`config.mk`:
```
export PLATFORM = sky130hd
export DESIGN_NAME = sink
export DESIGN_NICKNAME = d
export VERILOG_FILES = /design/src/rtl/sink.sv
export SDC_FILE = /design/constraint.sdc
export NUM_CORES = 1
export LEC_CHECK = 0
export ABC_AREA = 1
export BUFFER_PORTS_ARGS = -buffer_cell sky130_fd_sc_hd__buf_4
export CORE_MARGIN = 5
export CORE_UTILIZATION = 60
export CTS_CLUSTER_DIAMETER = 80
export DETAILED_ROUTE_END_ITERATION = 12
export PLACE_DENSITY_LB_ADDON = 0.25
export SYNTH_ARGS = -nofsm -noshare
export SYNTH_HDL_FRONTEND = slang
export SYNTH_SLANG_ARGS = --single-unit
```
`constraint.sdc`:
```
create_clock -name clk -period 6.1 [get_ports clk]
set_input_delay 0.305 -clock clk [delete_from_list [all_inputs] [get_ports clk]]
set_output_delay 0.305 -clock clk [all_outputs]
set_load 0.05 [all_outputs]
```
`src/rtl/sink.sv`:
```
// Traffic sink/checker for one NoC router output port. It accepts flits under a
// programmable backpressure pattern, checks dest/id/ordering and keeps statistics.
module sink #(
  parameter int WIDTH         = 32,
  parameter int N             = 16,
  parameter int NUM_VC        = 2,
  parameter int N_ADDR_WIDTH  = $clog2(N),
  parameter int VC_ADDR_WIDTH = $clog2(NUM_VC),
  parameter int NODE          = 0,
  parameter int NUM_ID        = 16,
  parameter int STALL_EVERY   = 0,
  parameter int DONE_COUNT    = 1000
) (
  input  logic                     clk,
  input  logic                     rst,
  input  logic [WIDTH-1:0]         data_in,
  input  logic [VC_ADDR_WIDTH-1:0] vc_in,
  input  logic                     valid_in,
  output logic                     ready_out,
  output logic [31:0]              rx_count,
  output logic [15:0]              err_count,
  output logic                     err_flag,
  output logic [1:0]               err_code,
  output logic                     done
);

  localparam int CW   = WIDTH - 2*N_ADDR_WIDTH - 8;
  localparam int ID_W = (NUM_ID > 1) ? $clog2(NUM_ID) : 1;
  localparam int SW   = (STALL_EVERY > 1) ? $clog2(STALL_EVERY) : 1;

  localparam logic [SW-1:0]           S_LAST  = SW'((STALL_EVERY > 0) ? STALL_EVERY - 1 : 0);
  localparam logic [8:0]              ID_LIM  = 9'(NUM_ID);
  localparam logic [N_ADDR_WIDTH-1:0] MY_NODE = N_ADDR_WIDTH'(NODE);
  localparam logic [31:0]             DONE_TH = 32'(DONE_COUNT);

  logic [N_ADDR_WIDTH-1:0] src_node, dest;
  logic [7:0]              id;
  logic [CW-1:0]           cnt;
  logic [ID_W-1:0]         id_idx;
  logic [CW-1:0]           last_v;
  logic                    accept, dest_err, id_err, order_err, any_err;
  logic [1:0]              code;
  logic                    unused_src;

  logic              ready_q, ready_d;
  logic [SW-1:0]     phase_q, phase_d;
  logic [31:0]       rx_count_q, rx_count_d;
  logic [15:0]       err_count_q, err_count_d;
  logic              err_flag_q, err_flag_d;
  logic [1:0]        err_code_q, err_code_d;
  logic [CW-1:0]     last_q [NUM_ID][NUM_VC];
  logic [CW-1:0]     last_d [NUM_ID][NUM_VC];

  always_comb begin
    {src_node, dest, id, cnt} = data_in;
    unused_src = ^src_node;
    id_idx     = id[ID_W-1:0];
    last_v     = last_q[id_idx][vc_in];
    accept     = valid_in && ready_q;
    dest_err   = (dest != MY_NODE);
    id_err     = ({1'b0, id} >= ID_LIM);
    // Never-seen entries hold 0, so c==0 is rejected there without a separate seen bit.
    order_err  = !id_err && !((cnt > last_v) || ((&last_v) && (cnt == '0)));
    if (dest_err)       code = 2'd1;
    else if (id_err)    code = 2'd2;
    else if (order_err) code = 2'd3;
    else                code = 2'd0;
    any_err = (code != 2'd0);
  end

  // phase_q is the stall position of the cycle being prepared, so ready_q drops
  // exactly in the cycle whose position is STALL_EVERY-1.
  always_comb begin
    if (STALL_EVERY == 0) begin
      ready_d = 1'b1;
      phase_d = '0;
    end else begin
      ready_d = (phase_q != S_LAST);
      phase_d = (phase_q == S_LAST) ? '0 : phase_q + 1'b1;
    end
  end

  always_comb begin
    rx_count_d  = rx_count_q;
    err_count_d = err_count_q;
    err_flag_d  = err_flag_q;
    err_code_d  = err_code_q;
    last_d      = last_q;
    if (accept) begin
      if (rx_count_q != '1) rx_count_d = rx_count_q + 1'b1;
      if (any_err) begin
        if (err_count_q != '1) err_count_d = err_count_q + 1'b1;
        if (!err_flag_q) err_code_d = code;
        err_flag_d = 1'b1;
      end
      // Resync on every valid id, even when flagged, so one bad flit raises one error.
      if (!id_err) last_d[id_idx][vc_in] = cnt;
    end
  end

  always_ff @(posedge clk) begin
    if (rst) begin
      ready_q     <= 1'b0;
      phase_q     <= '0;
      rx_count_q  <= '0;
      err_count_q <= '0;
      err_flag_q  <= 1'b0;
      err_code_q  <= '0;
      last_q      <= '{default: '0};
    end else begin
      ready_q     <= ready_d;
      phase_q     <= phase_d;
      rx_count_q  <= rx_count_d;
      err_count_q <= err_count_d;
      err_flag_q  <= err_flag_d;
      err_code_q  <= err_code_d;
      last_q      <= last_d;
    end
  end

  always_comb begin
    ready_out = ready_q;
    rx_count  = rx_count_q;
    err_count = err_count_q;
    err_flag  = err_flag_q;
    err_code  = err_code_q;
    done      = (rx_count_q >= DONE_TH);
  end

endmodule

```
==> impl_table.tex <==
\begin{tabular}{lr}
\hline
Metric & Value \\
\hline
\multicolumn{2}{l}{\textbf{Run status}} \\
Result of the run & complete, no violations \\
\multicolumn{2}{l}{\textbf{Yosys}} \\
Mean area per synthesized cell & 6.52 sq um \\
Cell types with the largest area share after synthesis & sky130\_fd\_sc\_hd\_\_dfxtp\_1 (44\%), sky130\_fd\_sc\_hd\_\_nor2\_1 (15\%), sky130\_fd\_sc\_hd\_\_nand2\_1 (14\%) \\
Synthesis Warnings & 0 \\
Net count after synthesis & 4031 \\
Count leader, synth & sky130\_fd\_sc\_hd\_\_nor2\_1 \\
Post-Syn Area & 25900 sq um \\
Library cell occupying the most area in the post-synthesis netlist & sky130\_fd\_sc\_hd\_\_dfxtp\_1 \\
Most used standard cells in the synthesized netlist & sky130\_fd\_sc\_hd\_\_nor2\_1 (1070), sky130\_fd\_sc\_hd\_\_nand2\_1 (999), sky130\_fd\_sc\_hd\_\_dfxtp\_1 (564) \\
Dominant synthesized flop cell & sky130\_fd\_sc\_hd\_\_dfxtp\_1 \\
Post-synthesis async set-or-reset flop share & 0\% \\
Area share of the largest cell type after synthesis & 43.5\% \\
Cell count after synthesis & 3976 \\
Sequential area share after synthesis & 43.5\% \\
Yosys reg bits & 564 \\
Number of enable-type register cells in the synthesized netlist & 0 \\
Number of different library cells in the post-synthesis netlist & 34 \\
\multicolumn{2}{l}{\textbf{Drt}} \\
Ratio of routed vias to standard cells & 5.66 \\
Drt drc & 0 \\
First-iteration detailed-routing DRC count & 2912 \\
Post-detailed-route count of antenna-violating nets & 0 \\
Detailed Routing Iterations Pass 1 & 6 \\
Average wire length per cell after detail routing & 17.7 microns \\
DRT Wirelength & 80.3 mm \\
Via count & 25615 \\
\multicolumn{2}{l}{\textbf{Timing}} \\
Endpoints failing hold & 0 \\
Worst-margin pin slew & 1.16 ns \\
Setup repair after global routing missed its margin & no \\
Max Slew Vio Count & 0 \\
Final setup skew & 0.0162 ns \\
Setup tns final & 0 ns \\
Max Clk Rate & 0.256 GHz \\
Relative slew slack & 22.7\% \\
Number of endpoints failing setup at the final stage & 0 \\
Fraction of the cycle the final worst path needs & 64.1\% \\
Shortest period the worst path allows & 3.91 ns \\
\multicolumn{2}{l}{\textbf{Flow run}} \\
Max-cap violations & 0 \\
\multicolumn{2}{l}{\textbf{Final layout}} \\
Fraction of final layout cells sized beyond drive strength 1 & 6.19\% \\
Area Overhead vs Synth & 9.84\% \\
Multi-input gate area in the final layout & 12900 sq um \\
Diode insertion count for antenna repair & 0 \\
Fillers & 3851 \\
Final net count & 3950 \\
Post-route cell area & 28500 sq um \\
Register area & 11300 sq um \\
\multicolumn{2}{l}{\textbf{Setup path}} \\
Maximum single-stage delay on the critical path & 0.79 ns \\
Type of origin of the critical path & input pin \\
Maximum fanout along the worst path & 75 \\
Endpoint kind of the worst setup timing path & flip-flop \\
Cell type with the highest occurrence count on the critical path & sky130\_fd\_sc\_hd\_\_nand2\_1 \\
Critical path buffers and inverters & 4 \\
Family with the most delay on the worst path & simple AND/OR/NAND/NOR gates \\
CP required & 6.65 ns \\
Setup Crit Path Kind & in2reg \\
Max stage delay cell, worst path & sky130\_fd\_sc\_hd\_\_inv\_4 \\
Data arrival time of the worst path & 4.46 ns \\
\multicolumn{2}{l}{\textbf{Clocking}} \\
Post\_cts resized & 0 \\
Post-CTS repair timing setup buffer count & 0 \\
Hold\_buf cts & 0 \\
Clock latency of the later-clocked register in the worst-skew pair & 0.61 ns \\
Cell at the root of the clock tree & sky130\_fd\_sc\_hd\_\_clkbuf\_16 \\
Total number of clock tree sinks & 564 \\
Longest Clk Path Bufs & 3 \\
Worst-path clk slew & 0.06 ns \\
TritonCTS clock tree & done \\
Number of levels the H-tree was split into & 2 \\
Num CTS Buffers & 58 \\
\multicolumn{2}{l}{\textbf{Global route}} \\
Initial antenna violation count & 0 \\
Number of global-route vias before repair & 23309 \\
Tot GR Track Use & 32.8\% \\
GRT Residual Overflow & 0 \\
Global-route wire length before repair & 127 mm \\
Largest net degree at the start of global routing & 271 \\
\multicolumn{2}{l}{\textbf{Floorplan}} \\
Die Width & 218 microns \\
Die Outline Area & 47500 sq um \\
Boundary pin count & 89 \\
Cell row count & 76 \\
Die height & 218 microns \\
Starting density of the core & 60.5\% \\
Core area & 42900 sq um \\
\multicolumn{2}{l}{\textbf{Hold path}} \\
Worst min path class & in2reg \\
\multicolumn{2}{l}{\textbf{Power and ir drop}} \\
Power Dens Cells & 272 nW/um\^{}2 \\
Worst voltage drop across the vdd grid & 237 uV \\
Lkg Pwr & 12.9 nW \\
\multicolumn{2}{l}{\textbf{Placement}} \\
Standard cell area after detailed placement & 26500 sq um \\
DP HPWL & 46.4 mm \\
Total of buffers placed on input and output ports & 84 \\
Routability congestion estimate & 0.951 \\
\hline
\end{tabular}
## cell type report
cell class,count,area share (%)
clock inverters,19,0.716
repair buffers,134,3.66
flip-flops and latches,564,39.6
well taps,585,2.57
multi-input cells,2998,45.3
inverters,139,1.88
clock buffers,86,6.25
## flip-flops by register name (all words and copies together) (netlist names)
signal / count
ready_out: 1
err_code: 2
rx_count: 32
last_q: 512
err_flag: 1
err_count: 16
## stage by stage
step	hold slack [ns]	setup WS (ns)	power, W	cells	util, %
2_1_floorplan	0.424	3.00	0.00402	3976	-
3_3_place_gp	0.433	1.72	0.00415	4420	61.8
3_5_place_dp	0.438	1.70	0.00415	4420	61.8
4_1_cts	0.0191	2.31	0.00778	4525	66.4
5_1_grt	0.0894	1.86	0.00796	4525	66.4
6_report	0.0373	2.19	0.00775	4525	66.4
## path summary, 6_finish.rpt
path,cells past startpoint,start,to,slack (ns)
min reg2reg,2,err_code[1]$_SDFFE_PP0P_,err_code[1]$_SDFFE_PP0P_,0.45
max reg2reg,17,rx_count[0]$_SDFFE_PP0P_,rx_count[15]$_SDFFE_PP0P_,2.76
max,25,data_in[16],err_count[0]$_SDFFE_PP0P_,2.19
min,5,data_in[26],err_code[0]$_SDFFE_PP0P_,0.04
## worst register-to-register path, stage by stage (launching register included)
cell and delay [ns]:
sky130_fd_sc_hd__dfxtp_1 0.41, sky130_fd_sc_hd__ha_1 0.20, sky130_fd_sc_hd__inv_1 0.05, sky130_fd_sc_hd__nor3_1 0.14
sky130_fd_sc_hd__inv_1 0.07, sky130_fd_sc_hd__nor2_1 0.15, sky130_fd_sc_hd__inv_1 0.09, sky130_fd_sc_hd__nor3_1 0.34
sky130_fd_sc_hd__nand2_1 0.10, sky130_fd_sc_hd__nand2_1 0.48, sky130_fd_sc_hd__inv_1 0.40, sky130_fd_sc_hd__nand2_1 0.21
sky130_fd_sc_hd__nor2_1 0.10, sky130_fd_sc_hd__nand2_1 0.10, sky130_fd_sc_hd__nor2_1 0.07, sky130_fd_sc_hd__nand3_1 0.09
sky130_fd_sc_hd__o21ai_0 0.08, sky130_fd_sc_hd__a21oi_1 0.15
## report_power, final
| part | internal [W] | switching (W) |
|---|---|---|
| registers | 0.00369 | 0.00000428 |
| logic | 0.0000673 | 0.000322 |
| clock network | 0.00218 | 0.00149 |
| total | 0.00593 | 0.00182 |
## layout by cell type (no fill, tap or decap), types with 4 or more instances in the layout
master and n:
sky130_fd_sc_hd__nand3_1 40, sky130_fd_sc_hd__nor4_1 19, sky130_fd_sc_hd__bufinv_16 4, sky130_fd_sc_hd__dfxtp_1 564, sky130_fd_sc_hd__a22oi_1 31, sky130_fd_sc_hd__clkbuf_8 16, sky130_fd_sc_hd__nand4_1 58, sky130_fd_sc_hd__clkbuf_16 61
sky130_fd_sc_hd__a21oi_1 154, sky130_fd_sc_hd__nor2_1 1068, sky130_fd_sc_hd__inv_1 133, sky130_fd_sc_hd__o21ai_0 532, sky130_fd_sc_hd__buf_4 131, sky130_fd_sc_hd__clkbuf_1 9, sky130_fd_sc_hd__xor2_1 23, sky130_fd_sc_hd__nor3_1 33
sky130_fd_sc_hd__nand2_1 999, sky130_fd_sc_hd__clkinv_2 12, sky130_fd_sc_hd__ha_1 19
## routing by layer
layer  wire length [microns]  part of all wire [%]  vias to the layer above  GRT usage [%]
met1                   34100                    42                    11633           46.3
met2                   34800                    43                     1268           50.6
li1                        -                     -                    12484              -
met4                    3520                   4.4                        0           13.6
met3                    7820                   9.7                      230           4.96
met5                       0                     0                        -              0
## cells by family after synthesis
kind of cell / after synthesis / synth area share (%)
AO/OA/AOI/OAI: 724 / 14.3
XOR/XNOR: 26 / 0.878
adder cells (fa/ha/maj): 19 / 0.917
buffers and inverters: 414 / 6.74
flip-flops: 564 / 43.5
AND/OR/NAND/NOR: 2229 / 33.6
Note: power is estimated with default switching activity, not from simulation.
